<file path="src/rtl/cache_fill_fsm.sv">
// cache_fill_fsm: miss handler that fetches one cache block word by word, writes the data array, then pulses the tag write
module cache_fill_fsm #(
   parameter int ADDR_W          = 16,
   parameter int DATA_W          = 16,
   parameter int WORDS_PER_BLOCK = 8
) (
   input  logic                               clk,
   input  logic                               rst,
   input  logic                               miss_detected,
   input  logic [ADDR_W-1:0]                  miss_address,
   input  logic [DATA_W-1:0]                  memory_data,
   input  logic                               memory_data_valid,
   output logic                               fsm_busy,
   output logic                               memory_read_en,
   output logic [ADDR_W-1:0]                  memory_address,
   output logic                               write_data_array,
   output logic [$clog2(WORDS_PER_BLOCK)-1:0] data_word_offset,
   output logic [DATA_W-1:0]                  fill_data,
   output logic                               write_tag_array
);
   localparam int IW = $clog2(WORDS_PER_BLOCK);
   localparam int CW = IW + 1;
   localparam int WS = $clog2(DATA_W / 8);
   localparam int BS = IW + WS;
   typedef enum logic [1:0] {IDLE, FILL, WRTAG} state_t;
   state_t            state, state_nx;
   logic [CW-1:0]     req_cnt, rcv_cnt;
   logic [ADDR_W-1:0] base_addr;
   logic              accept;
   // Request and return counters run independently; req_cnt saturates at WORDS_PER_BLOCK
   always_comb begin
      accept           = state == IDLE && miss_detected;
      fsm_busy         = state != IDLE;
      memory_read_en   = state == FILL && !req_cnt[IW];
      memory_address   = memory_read_en ? base_addr + (ADDR_W'(req_cnt) << WS) : '0;
      write_data_array = state == FILL && memory_data_valid;
      data_word_offset = write_data_array ? rcv_cnt[IW-1:0] : '0;
      fill_data        = memory_data;
      write_tag_array  = state == WRTAG;
      state_nx         = accept ? FILL
                       : (write_data_array && rcv_cnt == CW'(WORDS_PER_BLOCK - 1)) ? WRTAG
                       : state == WRTAG ? IDLE
                       : state;
   end
   always_ff @(posedge clk or negedge rst)
      if (!rst) begin
         state     <= IDLE;
         req_cnt   <= '0;
         rcv_cnt   <= '0;
         base_addr <= '0;
      end else begin
         state   <= state_nx;
         req_cnt <= accept ? '0 : req_cnt + CW'(memory_read_en);
         rcv_cnt <= accept ? '0 : rcv_cnt + CW'(write_data_array);
         if (accept) base_addr <= miss_address & ~ADDR_W'(2 ** BS - 1);
      end
endmodule

</file>
<file path="config.mk">
export PLATFORM = sky130hd
export DESIGN_NAME = cache_fill_fsm
export DESIGN_NICKNAME = d
export VERILOG_FILES = /design/src/rtl/cache_fill_fsm.sv
export SDC_FILE = /design/constraint.sdc
export NUM_CORES = 1
export LEC_CHECK = 0
export CAP_MARGIN = 20
export CELL_PAD_IN_SITES_DETAIL_PLACEMENT = 1
export CELL_PAD_IN_SITES_GLOBAL_PLACEMENT = 1
export CORE_MARGIN = 2
export CORE_UTILIZATION = 26
export CTS_BUF_LIST = sky130_fd_sc_hd__clkbuf_4
export CTS_CLUSTER_DIAMETER = 80
export CTS_CLUSTER_SIZE = 28
export DETAILED_ROUTE_END_ITERATION = 8
export PLACE_DENSITY_LB_ADDON = 0.1
export SLEW_MARGIN = 15
export SYNTH_ARGS = -nofsm -noshare
export SYNTH_HDL_FRONTEND = slang
export SYNTH_SLANG_ARGS = --single-unit
</file>
<file path="constraint.sdc">
create_clock -name clk -period 1.9 [get_ports clk]
set_clock_uncertainty 0.15 [all_clocks]
set_input_delay 0.475 -clock clk [delete_from_list [all_inputs] [get_ports clk]]
set_output_delay 0.475 -clock clk [all_outputs]
set_load 0.005 [all_outputs]
</file>
==> results.yml, run 1 <==
synth:
  syn-cell-area_sq_um: 1360
  synthMostInstantiatedCell: "dfrtp_1"
  ys_dominant_reg_cell: "dfrtp_1"
  synthTopCellsByArea: "dfrtp_1, buf_4, mux2_2"
  synth_commonest_cells: "dfrtp_1, buf_4, mux2_2"
  ys_seq_area_frac: 0.406
  syn_avg_cell_area_sq_um: 10.3
  async_flop_share: 1.00
  synth_top_area_cell: "dfrtp_1"
  synth_cells: 132
  netlist-cell-type-count: 31
  synth_edf_count: 0
  yosys_warnings: 0
  synth-seq-cells: 22
  syn-num-nets: 174
  synth_top_area_frac: 0.406
pwr:
  p_leak_uw: 0.00104
  ir_drop_mv: 0.830
  power_frac_seq: 0.243
  p_per_area_nw_per_um2: 1690
  intPower_uw: 2590
  p_sw_uw: 1550
  clockPowerShare: 0.054
  power_frac_comb: 0.704
  switching_share: 0.374
setup_path:
  cp_cell_sequence: "ha_4 -> nand4_4 -> or4_4 -> a21oi_2 -> buf_2"
  cp_max_fo: 4
  startpoint_type: "flip-flop"
  crit_type: "reg -> out"
  required_ns: 1.27
  crit_path_max_incr_delay_ns: 0.54
  slowest_stage: "or4_4"
  arrival_ns: 1.82
  end_kind: "output pin"
clock_tree:
  clkSinkCount: 22
  clk_path_buf_depth: 2
  cts_tree: "built"
  htreeDepth: 1
  cts.reportedPaths.clkPinSlew_ns: 0.12
  numCtsBuffers: 3
  root_buffer: "clkbuf_4"
  insertion_delay_ns: 0.31
hold_path:
  hold_path.class: "in -> async"
sta:
  setup_slack_ns: -0.550
  finalHoldViolCount: 0
  rsz0062_at_grt: "yes"
  max_freq_mhz: 408
  setup_violations: 22
  period_minus_slack_ns: 2.45
  fin_crit_sh: 1.29
  slew_violations: 0
global_route:
  antenna_found_initial: 0
  track_usage: 0.148
  grt_max_degree: 23
  grt_pass1_wl_mm: 6.98
  globalRouteOverflowTotal: 0
  grt_pass1_vias: 1409
detailed_routing:
  first_pass_iters: 4
  postRouteAntennaNets: 0
  vias: 1214
  via_per_inst: 4.50
  wirelength_mm: 4.17
  drc_errors: 0
  avgRoutedWirePerCell_um: 15.4
  first_iter_violations: 35
finish:
  fill_cells: 566
  final_cell_area_sq_um: 2440
  finalNetCount: 244
  seqCellArea_sq_um: 553
  syn_to_final_growth_pct: 79.9
  num_antenna_cells: 0
  post_layout_nonfiller_instances: 270
  drive_gt1_frac: 0.665
  multiInputGateArea_sq_um: 961
place:
  io_buffers: 37
  hpwl_mm: 2.88
  placed_area_sq_um: 1950
  numPlacedInstances: 248
  gp_congestion: 0.787
die:
  die_w_um: 76.3
  fp.dieH_um: 76.3
  dieArea_sq_um: 5820
  start_util: 0.268
  fp.coreArea_sq_um: 5070
  rows: 26
  io_pins: 75
job:
  cap_violations: 0
run_status:
  violations: "setup timing"
  status: "complete, but fails checks"
-- per-layer routing --
metal	track usage	wire, um	vias to the layer above
met5	0	0	-
met4	0.0636	80	0
met3	0.0344	203	7
met2	0.274	2250	34
met1	0.161	1630	600
li1	-	-	573
-- timing repair --
action / in CTS / in global routing
setup endpoints to repair: 25 / 35
setup buffers: 18 / 9
hold buffers: 0 / 0
pin swaps: 20 / 14
gates resized for setup: 145 / 47
-- state kept, by name, indices dropped and copies added (netlist names) --
register   flops
state          2
req_cnt        4
rcv_cnt        4
base_addr     12
-- cell usage in the layout (no fill, tap or decap), types with 2 or more instances in the layout --
| cell type | netlist | routed |
|---|---|---|
| buf_6 | 0 | 35 |
| buf_4 | 18 | 22 |
| dfrtp_1 | 22 | 20 |
| clkdlybuf4s50_1 | 0 | 14 |
| buf_2 | 2 | 11 |
| mux2_4 | 0 | 7 |
| and2_4 | 0 | 6 |
| a21oi_2 | 0 | 6 |
| ha_4 | 0 | 6 |
| nor2b_1 | 7 | 5 |
| nor2_4 | 0 | 4 |
| nor2_1 | 8 | 4 |
| or4_4 | 0 | 4 |
| mux2_2 | 11 | 4 |
| inv_1 | 3 | 3 |
| xnor2_2 | 0 | 3 |
| clkbuf_4 | 0 | 3 |
| nand3_1 | 4 | 2 |
| nand4_4 | 0 | 2 |
| nand3_2 | 1 | 2 |
| o31ai_1 | 4 | 2 |
| nand2_1 | 3 | 2 |
| o21a_1 | 2 | 2 |
| xor2_1 | 4 | 2 |
| nand4_1 | 2 | 2 |
| dfrtp_2 | 0 | 2 |
-- metrics by stage --
step,power [uW],worst slack (ns),utilization,hold WS (ns),TNS [ns]
floorplan,1850,-0.104,-,0.0294,-0.295
global route,4470,-0.649,0.481,0.371,-9.16
finish,4140,-0.550,0.481,0.344,-7.24
CTS,3820,-0.615,0.445,0.345,-8.71
detailed placement,2980,-0.698,0.385,0.387,-11.67
global placement,2910,-0.626,0.385,0.385,-10.78
-- final timing paths --
kind / startpoint / endpoint / slack (ns) / depth (start not counted)
max in group asynchronous: rst / base_addr[4] / 1.00 / 2
hold / removal: rst / rcv_cnt[2] / 0.34 / 2
setup reg to reg: state[1] / base_addr[4] / 0.02 / 7
setup / recovery: base_addr[4] / memory_address[14] / -0.55 / 5
hold reg to reg: rcv_cnt[3] / rcv_cnt[3] / 0.42 / 2
min in group clk: rcv_cnt[3] / rcv_cnt[3] / 0.42 / 2
-- final cells by class --
| type | instances | area share |
|---|---|---|
| Clock buffer | 3 | 0.00922 |
| Sequential cell | 22 | 0.226 |
| Timing Repair Buffer | 85 | 0.327 |
| Inverter | 4 | 0.00820 |
| Multi-Input combinational cell | 86 | 0.393 |
| Tap cell | 70 | 0.0359 |
-- cells by family after synthesis --
group / after synthesis / synth area share
AND/OR/NAND/NOR: 43 / 0.193
XOR/XNOR: 8 / 0.0516
adder cells (fa/ha/maj): 6 / 0.0553
other: 1 / 0.00276
multiplexers: 12 / 0.0995
AO/OA/AOI/OAI: 16 / 0.0747
flip-flops: 22 / 0.406
buffers and inverters: 24 / 0.118
-- power groups by stage --
stage / clock network (uW) / registers (uW) / logic [uW]
6_report: 221 / 1000 / 2910
3_5_place_dp: 0 / 967 / 2010
4_1_cts: 233 / 1000 / 2580
3_3_place_gp: 0 / 949 / 1960
5_1_grt: 258 / 1050 / 3160
2_1_floorplan: 0 / 946 / 905
-- critical path: cells and delay by family, from the launching register on --
| kind | cells | cell delay, ns |
|---|---|---|
| fa+ha+maj | 1 | 0.16 |
| buf+inv | 1 | 0.12 |
| compound gates | 1 | 0.13 |
| simple gates | 2 | 0.64 |
| flops | 1 | 0.45 |
No activity file was read; power rests on OpenSTA's default activity.
==> run 2: changes to the inputs <==
Settings changed: CORE_UTILIZATION 26 to 42, DONT_BUFFER_PORTS set to 1.
==> run 2 against run 1 <==
The run still ends with setup timing left. Sequential power about the same. Hold slack got worse by 0.18 ns. Register-to-register slack about the same. Critical path depth unchanged. Final cell count decreased by 30%. First-iteration DRC count decreased by 14%. Utilization increased by 9.5 points. Non-clock buffer count decreased by 56. Sequential cell count unchanged. Routed wire length decreased by 23%. Clock-buffer cell count unchanged. Critical path type unchanged. Critical endpoint is now memory_address[9]. Largest cell class unchanged.
==> results.yml, run 2 (synthesized netlist as in run 1, its figures left out) <==
clock_tree:
  insertion_delay_ns: 0.30
  numCtsBuffers: 3
  root_buffer: "clkbuf_4"
  cts.reportedPaths.clkPinSlew_ns: 0.12
  clkSinkCount: 22
  htreeDepth: 1
  cts_tree: "built"
  clk_path_buf_depth: 2
sta:
  setup_violations: 19
  finalHoldViolCount: 0
  max_freq_mhz: 435
  setup_slack_ns: -0.399
  hold_ws_ns: 0.160
  period_minus_slack_ns: 2.30
  fin_crit_sh: 1.21
  rsz0062_at_grt: "yes"
  slew_violations: 0
finish:
  seqCellArea_sq_um: 553
  final_cell_area_sq_um: 1760
  top_register: "base_addr"
  final_cell_mix: "buf_4, dfrtp_1, mux2_2"
  fill_cells: 349
  final_util: 0.576
  syn_to_final_growth_pct: 29.5
  largest_reg_flops: 12
  multiInputGateArea_sq_um: 845
  drive_gt1_frac: 0.545
  num_antenna_cells: 0
  reg.largest.list: "base_addr: 12 flops, rcv_cnt: 4 flops, req_cnt: 4 flops"
  final_common_cell: "buf_4"
  finalNetCount: 188
setup_path:
  arrival_ns: 1.67
  cp_cell_sequence: "ha_4 -> nand4_4 -> buf_6 -> or3_1 -> a21oi_2"
  required_ns: 1.27
  slowest_stage: "dfrtp_2"
  cp_max_fo: 5
  startpoint_type: "flip-flop"
  r2r-end: "req_cnt[1]"
  crit_path_max_incr_delay_ns: 0.44
  r2r-start: "req_cnt[3]"
  crit_start: "req_cnt[3]"
  cp-endpoint: "memory_address[9]"
  end_kind: "output pin"
  rr_worst_depth: 6
  crit_type: "reg -> out"
  rrSetupSlack_ns: 0.01
die:
  fp.coreArea_sq_um: 3050
  die_w_um: 60.9
  start_util: 0.445
  rows: 20
  fp.dieH_um: 60.9
  io_pins: 75
  dieArea_sq_um: 3700
run_status:
  status: "complete, but fails checks"
  violations: "setup timing"
global_route:
  grt_pass1_wl_mm: 5.13
  track_usage: 0.190
  antenna_found_initial: 0
  grt_pass1_vias: 1114
  globalRouteOverflowTotal: 0
  grt_max_degree: 23
hold_path:
  hold_path.class: "in -> reg"
detailed_routing:
  via_per_inst: 5.33
  first_iter_violations: 30
  wirelength_mm: 3.22
  first_pass_iters: 4
  vias: 1007
  avgRoutedWirePerCell_um: 17.0
  postRouteAntennaNets: 0
  drc_errors: 0
job:
  cap_violations: 0
pwr:
  p_total_uw: 2990
  p_leak_uw: 0.000706
  p_per_area_nw_per_um2: 1700
  ir_drop_mv: 0.833
place:
  placed_area_sq_um: 1510
  io_buffers: 0
  gp_congestion: 0.780
-- run 2: cell count changes in the layout (fill, tap and decap cells not counted), moves of 2 or more --
cell / delta
clkdlybuf4s50_1: -14
xnor2_1: +2
buf_6: -30
mux2_2: +7
nor2b_1: +2
mux2_4: -7
o31ai_1: +2
buf_2: -11
xnor2_2: -2
-- run 2: critical path: cells and delay by family, from the launching register on --
kind | cells | cell delay, ns
adders and majority gates | 1 | 0.16
buffers and inverters | 1 | 0.16
DFF | 1 | 0.44
AOI/OAI and AO/OA | 1 | 0.14
and+or+nand+nor | 2 | 0.46
-- run 2: worst min-delay path by stage --
stage,startpoint,end,cells after the start
6_report,miss_address[13],base_addr[13],1
2_1_floorplan,rst,base_addr[10],0
5_1_grt,miss_address[6],base_addr[6],1
3_5_place_dp,rst,rcv_cnt[1],0
3_3_place_gp,rst,rcv_cnt[0],0
4_1_cts,miss_address[11],base_addr[11],1
-- run 2: what timing repair did --
action	in CTS	in global routing
pin swaps	8	5
setup endpoints to repair	21	22
buffers inserted	4	2
hold buffers	1	0
hold endpoints to repair	22	0
resized for setup	32	6
-- run 2: layout make-up --
type,count,area share
Multi-Input combinational cell,86,0.480
Inverter,4,0.0114
Sequential cell,22,0.315
Clock buffer,3,0.0128
Tap cell,44,0.0313
Timing Repair Buffer,29,0.147
Clock inverter,1,0.00214
-- run 2: per-stage QoR --
stage / worst slack (ns) / TNS, ns / std cells
after global routing: -0.488 / -7.06 / 189
after detailed placement: -0.181 / -1.18 / 178
after floorplan: -0.104 / -0.295 / 132
final: -0.399 / -5.76 / 189
after global placement: -0.149 / -0.684 / 178
after CTS: -0.483 / -6.45 / 187
-- run 2: power breakdown --
group | switching [uW] | internal, uW
clock network | 137 | 76.5
logic | 821 | 974
registers | 279 | 706
total | 1240 | 1760
-- run 2: routing by layer --
metal	wire, um	global-route usage	vias up
met4	53	0.0994	0
met2	1780	0.350	36
met5	0	0	-
met1	1200	0.205	496
li1	-	-	467
met3	188	0.0341	8
==> run 3: changes to the inputs <==
Settings changed: GPL_TIMING_DRIVEN set to 1.
==> results of run 3 <==
No change in the layout: final DEF, timing and power equal those of run 2.
